[src/rtl/mips_mem_pkg.sv]
// Shared types and defaults for the data-memory side of the pipeline.
package mips_mem_pkg;

  localparam int unsigned SB_DEPTH = 4;
  localparam int unsigned SB_AW    = 32;
  localparam int unsigned SB_DW    = 32;

  // Word address: byte address with the two offset bits dropped.
  typedef logic [SB_AW-3:0] word_addr_t;

  typedef struct packed {
    word_addr_t        addr;
    logic [SB_DW-1:0]  data;
  } sb_entry_t;

  // Slot index to age (0 = oldest) relative to the head pointer; DEPTH is a power of two.
  function automatic int unsigned sb_age(input int unsigned slot, input int unsigned head,
                                         input int unsigned depth);
    return (slot - head) & (depth - 1);
  endfunction

endpackage

[src/rtl/sb_fwd_match.sv]
// Youngest-match search over the store buffer for load forwarding.
module sb_fwd_match
  import mips_mem_pkg::*;
#(
  parameter int unsigned DEPTH = SB_DEPTH,
  parameter int unsigned AW    = SB_AW,
  parameter int unsigned DW    = SB_DW
) (
  input  logic [AW-3:0]              ent_addr_i [DEPTH],
  input  logic [DW-1:0]              ent_data_i [DEPTH],
  input  logic [DEPTH-1:0]           valid_i,
  input  logic [$clog2(DEPTH)-1:0]   head_i,
  input  logic [AW-3:0]              lookup_i,
  output logic                       hit_o,
  output logic [DW-1:0]              data_o
);

  localparam int unsigned PW = $clog2(DEPTH);

  logic [PW-1:0] idx;

  // Walk oldest to youngest; a later match overrides, so the youngest hit wins.
  always_comb begin
    hit_o  = 1'b0;
    data_o = '0;
    idx    = '0;
    for (int unsigned i = 0; i < DEPTH; i++) begin
      idx = head_i + PW'(i);
      if (valid_i[idx] && (ent_addr_i[idx] == lookup_i)) begin
        hit_o  = 1'b1;
        data_o = ent_data_i[idx];
      end
    end
  end

endmodule

[src/rtl/store_buffer.sv]
// Posted-write buffer between the MEM stage and a single-port data memory.
// Stores are queued and drained in program order in cycles where the port
// is not claimed by a load; loads forward from the youngest matching entry.
module store_buffer
  import mips_mem_pkg::*;
#(
  parameter int unsigned DEPTH = SB_DEPTH,
  parameter int unsigned AW    = SB_AW,
  parameter int unsigned DW    = SB_DW
) (
  input  logic                     clk,
  input  logic                     reset_n,
  input  logic                     cpu_we,
  input  logic                     cpu_re,
  input  logic [AW-1:0]            cpu_a,
  input  logic [DW-1:0]            cpu_wd,
  output logic [DW-1:0]            cpu_rd,
  output logic                     stall,
  output logic                     mem_we,
  output logic [AW-1:0]            mem_a,
  output logic [DW-1:0]            mem_wd,
  input  logic [DW-1:0]            mem_rd,
  output logic                     empty,
  output logic [$clog2(DEPTH):0]   count
);

  localparam int unsigned PW = $clog2(DEPTH);
  localparam int unsigned CW = PW + 1;

  logic [PW-1:0]   head_q, head_d;
  logic [PW-1:0]   tail_q, tail_d;
  logic [CW-1:0]   count_q, count_d;
  logic [AW-3:0]   ent_addr_q [DEPTH];
  logic [AW-3:0]   ent_addr_d [DEPTH];
  logic [DW-1:0]   ent_data_q [DEPTH];
  logic [DW-1:0]   ent_data_d [DEPTH];

  logic            full;
  logic            accept;
  logic            drain;
  logic            load_served;
  logic [DEPTH-1:0] valid;
  logic [PW-1:0]   age;
  logic            fwd_hit;
  logic [DW-1:0]   fwd_data;

  // Byte-offset bits never take part in word-granular buffering.
  logic unused_byte_off;
  assign unused_byte_off = ^cpu_a[1:0];

  // Port arbitration: full forces a drain, any load request owns the port,
  // otherwise a pending store drains.
  always_comb begin
    full        = (count_q == CW'(DEPTH));
    accept      = cpu_we & ~full;
    load_served = cpu_re & ~cpu_we & ~full;
    drain       = full | (~cpu_re & (count_q != '0));
  end

  // Valid mask: slot is live if its age from head is below the occupancy.
  always_comb begin
    valid = '0;
    age   = '0;
    for (int unsigned i = 0; i < DEPTH; i++) begin
      age      = PW'(i) - head_q;
      valid[i] = ({1'b0, age} < count_q);
    end
  end

  sb_fwd_match #(
    .DEPTH (DEPTH),
    .AW    (AW),
    .DW    (DW)
  ) u_fwd_match (
    .ent_addr_i (ent_addr_q),
    .ent_data_i (ent_data_q),
    .valid_i    (valid),
    .head_i     (head_q),
    .lookup_i   (cpu_a[AW-1:2]),
    .hit_o      (fwd_hit),
    .data_o     (fwd_data)
  );

  // Pointer and occupancy next state; pointers wrap naturally at DEPTH.
  always_comb begin
    head_d  = head_q + PW'(drain);
    tail_d  = tail_q + PW'(accept);
    count_d = count_q + CW'(accept) - CW'(drain);
  end

  // Entry storage next state: write the accepted store at the tail slot.
  always_comb begin
    ent_addr_d = ent_addr_q;
    ent_data_d = ent_data_q;
    if (accept) begin
      ent_addr_d[tail_q] = cpu_a[AW-1:2];
      ent_data_d[tail_q] = cpu_wd;
    end
  end

  // Control state; reset discards every pending store immediately.
  always_ff @(posedge clk or negedge reset_n) begin
    if (!reset_n) begin
      head_q  <= '0;
      tail_q  <= '0;
      count_q <= '0;
    end else begin
      head_q  <= head_d;
      tail_q  <= tail_d;
      count_q <= count_d;
    end
  end

  // Entry payload needs no reset: occupancy alone decides what is live.
  always_ff @(posedge clk) begin
    ent_addr_q <= ent_addr_d;
    ent_data_q <= ent_data_d;
  end

  // Outputs toward the CPU and the data memory.
  always_comb begin
    stall  = full & (cpu_we | cpu_re);
    empty  = (count_q == '0);
    count  = count_q;
    mem_we = drain;
    mem_a  = drain ? {ent_addr_q[head_q], 2'b00} : cpu_a;
    mem_wd = ent_data_q[head_q];
    cpu_rd = (load_served && fwd_hit) ? fwd_data : mem_rd;
  end

endmodule

[config.mk]
export PLATFORM = sky130hd
export DESIGN_NAME = store_buffer
export DESIGN_NICKNAME = d
export VERILOG_FILES = /design/src/rtl/mips_mem_pkg.sv /design/src/rtl/sb_fwd_match.sv /design/src/rtl/store_buffer.sv
export SDC_FILE = /design/constraint.sdc
export NUM_CORES = 1
export LEC_CHECK = 0
export BUFFER_PORTS_ARGS = -buffer_cell sky130_fd_sc_hd__buf_2
export CORE_ASPECT_RATIO = 2
export CORE_UTILIZATION = 54
export DETAILED_ROUTE_END_ITERATION = 8
export PLACE_DENSITY = 0.81
export SYNTH_ARGS = -nofsm -noshare
export SYNTH_HDL_FRONTEND = slang
export SYNTH_HIERARCHICAL = 1
export SYNTH_SLANG_ARGS = --single-unit
[constraint.sdc]
create_clock -name clk -period 5.5 [get_ports clk]
set_input_delay 0 -clock clk [delete_from_list [all_inputs] [get_ports clk]]
set_output_delay 0 -clock clk [all_outputs]
set_load 0.05 [all_outputs]
==> results.cfg, run 1 <==
[outcome]
status = complete, no violations

[timing]
setup_viol = 0
period_minus_slack_ns = 5.30
final.setup.worst_slack_ns = 0.204
fin_worst_skew_ns = 0.0135
drv_slew = 0
rsz0062_at_grt = no
setup_tns_ns = 0
finalCritPeriodShare_pct = 96.3
tightest_slew_ns = 1.11
slew_headroom_pct = 26.0
fmax_mhz = 189
hold_viol = 0

[critical_path]
r2r_start = count[2]
ff2ff_path_depth = 4
path_max_fanout = 33
r2r_setup_slack_ns = 2.93
timing.rr.end = ent_data_q[7]
arrival_ns = 5.30
worstSetupPathType = reg2out
cp.required_ns = 5.50
startpoint_type = register
cp-end-kind = primary output

[synth]
ys_seq_area_share_pct = 40.9
avgSynthCellArea_sq_um = 13.4
syn-instance-count = 1394
synth_nets = 1501
synthFlopType = edfxtp_1
async_flop_share_pct = 2.75
synth-edff-count = 248
yosys.cell_types.count = 70
ys_warn_count = 6
ys_seq_elements = 255
syn_area_sq_um = 18700

[global_routing]
grt-ovfl-total = 0
grt_max_degree = 81
grt_antenna_before_repair = 0
grt_pass1_wl_microns = 83000
track_usage_pct = 31.2
grt_pass1_vias = 14100

[pwr]
leakage_uw = 0.00832
pwr-share-comb_pct = 63.2
powerDensity_nw_per_um2 = 579
max-vdd-ir-drop_uv = 378
pwr-share-clk_pct = 13.0
switching_power_uw = 5790
pwr-share-seq_pct = 23.8
internal_power_uw = 6650
switching_share_pct = 46.6

[flow_run]
cap_viol_max_count = 0

[clocking]
cts_root_buffer = clkbuf_16
htree_num_levels = 1
cts.sinks = 255
cts_tree = done
cts_buffer_depth = 3
insertion_delay_ns = 0.53
path_clk_slew_ns = 0.07
cts_made_buffers = 23

[floorplanning]
fp.dieW_microns = 133
core_sq_um = 34100
initial_utilization_pct = 54.7
die_area_sq_um = 35300
io_pins = 202
die_y_microns = 265
row_count = 96

[drt]
dr.pass1.iters = 5
final_antenna_net_count = 0
wl_per_cell_microns = 26.7
drc = 0
dr.first_iter.drc_count = 998
finalWirelength_microns = 55300
routed-via-count = 13700
via_per_inst = 6.59

[min_path]
min_path_type = in2reg
worstHoldPathCells = 2
min_to = ent_data_q[70]
hold_start = cpu_wd[6]

[placed_design]
port-buffer-count = 201
hpwl_microns = 38900
place_congestion = 1.00
pre_cts_ws_ns = 0.599

[layout]
num-nets-final = 1721
n_antenna_cell = 0
syn_to_final_growth_pct = 15.1
drive_gt1_share_pct = 37.5
worst max-delay path, stage by stage, from the launching register on:
cell	delay [ns]
dfrtp_4	0.66
buf_4	0.48
mux2i_1	0.77
o22ai_1	0.35
a21oi_1	0.21
a21oi_1	0.09
nor3_1	0.17
and3_2	0.31
buf_6	0.32
nor2_1	0.09
nand2_1	0.14
and4b_2	0.27
buf_12	0.24
mux2_2	0.37
buf_2	0.21
flip-flops by register name, summed over array words and instances (netlist names):
| register | cells |
|---|---|
| ent_data_q | 128 |
| ent_addr_q | 120 |
| count | 3 |
| head_q | 2 |
| tail_q | 2 |
power by group through the flow:
stage	Combinational [uW]	Sequential (uW)	Clock (uW)
floorplan	5970	2880	0
global placement	7480	2980	0
detailed placement	7590	3030	0
CTS	7670	2990	1660
global route	8210	3010	1720
finish	7860	2960	1620
what timing repair did:
item	in CTS	in global routing
pin swaps	0	0
buffers inserted	0	2
cloned	1	0
endpoints found under the setup margin	2	32
hold endpoints to repair	258	0
hold buffers	66	0
resized for setup	0	2
layout make-up:
cell class	instances	area, sq um
Clock buffer	23	576
Tap cell	441	552
Inverter	16	60.1
Fill cell	2598	12600
Timing Repair Buffer	322	2210
Multi-Input combinational cell	996	10300
Sequential cell	255	7630
Clock inverter	18	171
metrics by stage:
| step | hold slack (ns) | util (%) | total power [uW] | std cells | area [sq um] |
|---|---|---|---|---|---|
| after global placement | -0.157 | 58.6 | 10500 | 1961 | 20000 |
| after global routing | 0.221 | 62.9 | 12900 | 2071 | 21500 |
| after detailed placement | -0.151 | 58.6 | 10600 | 1961 | 20000 |
| final | 0.218 | 62.9 | 12400 | 2071 | 21500 |
| after floorplan | -0.296 | - | 8840 | 1394 | 18700 |
| after CTS | 0.195 | 62.7 | 12300 | 2069 | 21400 |
routing by layer:
| metal | global-route usage, % | up-vias | share of wire [%] |
|---|---|---|---|
| met5 | 0 | - | 0 |
| met4 | 24.7 | 0 | 8.8 |
| met1 | 31.5 | 6837 | 33 |
| met2 | 57.3 | 585 | 53 |
| met3 | 3.44 | 191 | 4.7 |
| li1 | - | 6043 | - |
logic make-up after synthesis:
kind of cell | Yosys count | share of synthesized area, %
multiplexers | 498 | 34.9
flip-flops | 255 | 40.9
AND/OR/NAND/NOR | 158 | 4.52
AO/OA/AOI/OAI | 217 | 9.29
XOR/XNOR | 115 | 5.40
adder cells (fa/ha/maj) | 7 | 0.510
buffers and inverters | 144 | 4.49
worst max path at each step:
stage	endpoint	startpoint	depth (start not counted)
5_1_grt	cpu_rd[16]	head_q[1]	12
3_3_place_gp	cpu_rd[24]	head_q[0]	13
3_5_place_dp	cpu_rd[24]	head_q[1]	14
4_1_cts	cpu_rd[31]	head_q[1]	16
6_report	cpu_rd[0]	head_q[1]	14
2_1_floorplan	ent_addr_q[60]	count[1]	3
Yosys cell counts (17+ instances only):
library cell	count	share of area [%]
mux4_2	90	11
xor2_1	32	1.5
a221o_1	64	3.4
a21oi_1	35	0.94
edfxtp_1	248	40
nor2b_1	17	0.57
xnor2_1	83	3.9
nand2_1	38	0.76
mux2_4	31	2.5
buf_2	28	0.75
mux2_2	168	10
nor2_1	27	0.54
mux2i_1	202	11
clkbuf_1	54	1.1
a22o_1	31	1.5
nor4_1	17	0.57
layout by cell type (no fill, tap or decap), drive strengths merged, types with 36 or more instances in the layout:
master	n
a21oi	36
mux4	90
nand2	39
dlygate4sd3	66
buf	256
mux2i	209
edfxtp	248
mux2	199
a221o	64
xnor2	83
No activity file was read; power rests on OpenSTA's default activity.
==> inputs of run 2 (changes only) <==
Settings changed: PLACE_DENSITY 0.81 to 0.78.
Clock period 5.5 ns to 5.9 ns, I/O delays scaled along.
==> results.cfg, run 2 (synthesis results as in run 1) <==
[outcome]
status = complete, no violations

[layout]
fillers = 2694
n_antenna_cell = 0
layout_common_cells = 248 x edfxtp_1, 202 x mux2i_1, 201 x buf_2, 168 x mux2_2, 90 x mux4_2
syn_to_final_growth_pct = 14.4
ff_latch_area_sq_um = 7630
drive_gt1_share_pct = 37.0
num-nets-final = 1706
largest_register_ffs = 128
final_common_cell = edfxtp_1
final_cells = 2058
multi_input_area_sq_um = 10300
top_register = ent_data_q

[timing]
hold_slack_ns = 0.0344
fin_worst_skew_ns = 0.0162
drv_slew = 0
final.setup.worst_slack_ns = 0.150
tightest_slew_ns = 1.19
setup_tns_ns = 0
slew_headroom_pct = 20.7
period_minus_slack_ns = 5.75
finalCritPeriodShare_pct = 97.4
hold_viol = 0
rsz0062_at_grt = no
setup_viol = 0
fmax_mhz = 174

[global_routing]
grt_antenna_before_repair = 0
track_usage_pct = 30.3
grt_pass1_wl_microns = 80400
grt_max_degree = 71
grt_pass1_vias = 13600
grt-ovfl-total = 0

[drt]
final_antenna_net_count = 0
routed-via-count = 13400
via_per_inst = 6.51
dr.first_iter.drc_count = 874
dr.pass1.iters = 7
wl_per_cell_microns = 26.2
finalWirelength_microns = 54000
drc = 0

[clocking]
cts_buffer_depth = 3
cts_tree = done
insertion_delay_ns = 0.55
htree_num_levels = 1
cts.sinks = 255
cts_made_buffers = 24
path_clk_slew_ns = 0.07
cts_root_buffer = clkbuf_16
post_cts_buffers = 0

[floorplanning]
die_y_microns = 265
initial_utilization_pct = 54.7
die_area_sq_um = 35300
io_pins = 202
row_count = 96
fp.dieW_microns = 133
core_sq_um = 34100

[critical_path]
startpoint_type = register
path_max_fanout = 43
r2r_setup_slack_ns = 2.91
cp_common_cell = buf_4
cp_num_buf_inv = 3
worstSetupPathType = reg2out
path_cells = buf_4 -> mux2i_1 -> o21ai_0 -> nor4_2 -> nor2b_1 -> a2111oi_0 -> and4_1 -> nor2b_4 -> buf_4 -> a221o_1 -> a22o_1 -> mux2_4 -> buf_2
arrival_ns = 5.75
cp-end-kind = primary output
cp.required_ns = 5.90
cp_slowest_cell = dfrtp_4
slowest_delay_ns = 0.85
cp_top_family = simple AND/OR/NAND/NOR gates

[placed_design]
dpl.cell_count = 1948
hpwl_microns = 38400
pre_cts_ws_ns = 0.454
port-buffer-count = 201
place_congestion = 0.993

[pwr]
powerDensity_nw_per_um2 = 539
max-vdd-ir-drop_uv = 366
leakage_uw = 0.00824

[flow_run]
cap_viol_max_count = 0

[min_path]
min_path_type = in2reg
-- run 2: final cells by class --
class / count / share of cell area [%]
clock buffer: 27 / 2.97
clock inverter: 17 / 0.762
inverter: 16 / 0.281
multi-input combinational: 996 / 48.1
sequential: 255 / 35.8
tap: 441 / 2.59
timing repair buffer: 306 / 9.52
-- run 2: timing repair --
| item | 4_1_cts | 5_1_grt |
|---|---|---|
| hold endpoints to repair | 257 | 0 |
| hold buffers | 65 | 0 |
| pin swaps | 0 | 0 |
| gates resized for setup | 0 | 2 |
| gates cloned | 1 | 0 |
| setup endpoints to repair | 13 | 25 |
-- run 2: tightest hold or removal path, stage by stage --
cell and delay (ns):
buf_2 0.14, xor2_1 0.08, a21oi_1 0.18, ha_1 0.15
-- run 2: final timing paths --
kind | startpoint | to | depth (start not counted)
max in group asynchronous | reset_n | head_q[1] | 3
max | head_q[1] | cpu_rd[3] | 13
min in group asynchronous | reset_n | tail_q[1] | 3
min | cpu_re | count[0] | 4
max reg2reg | count[2] | ent_addr_q[63] | 4
min reg2reg | tail_q[0] | tail_q[0] | 1
-- run 2: where the power goes --
group / total, uW / internal, uW / switching (uW) / leakage, uW
logic: 7130 / 2890 / 4240 / 0.00550
registers: 2810 / 2420 / 390 / 0.00235
clock network: 1570 / 841 / 732 / 0.000383
total: 11500 / 6150 / 5360 / 0.00824
-- run 2: layer usage --
layer  vias up  wire length, microns  GRT usage (%)  share of wire (%)
met3       167                  2290           3.23                4.2
met5         -                     0              0                  0
met2       503                 28900           56.1                 54
met4         0                  4320           22.5                8.0
li1       6014                     -              -                  -
met1      6705                 18400           31.1                 34
-- run 2: through the flow --
stage	power, uW	instance area, sq um	util [%]
after global routing	12000	21300	62.6
after floorplan	8250	18700	-
after CTS	11500	21300	62.5
after detailed placement	9850	19900	58.3
after global placement	9730	19900	58.3
final	11500	21300	62.6
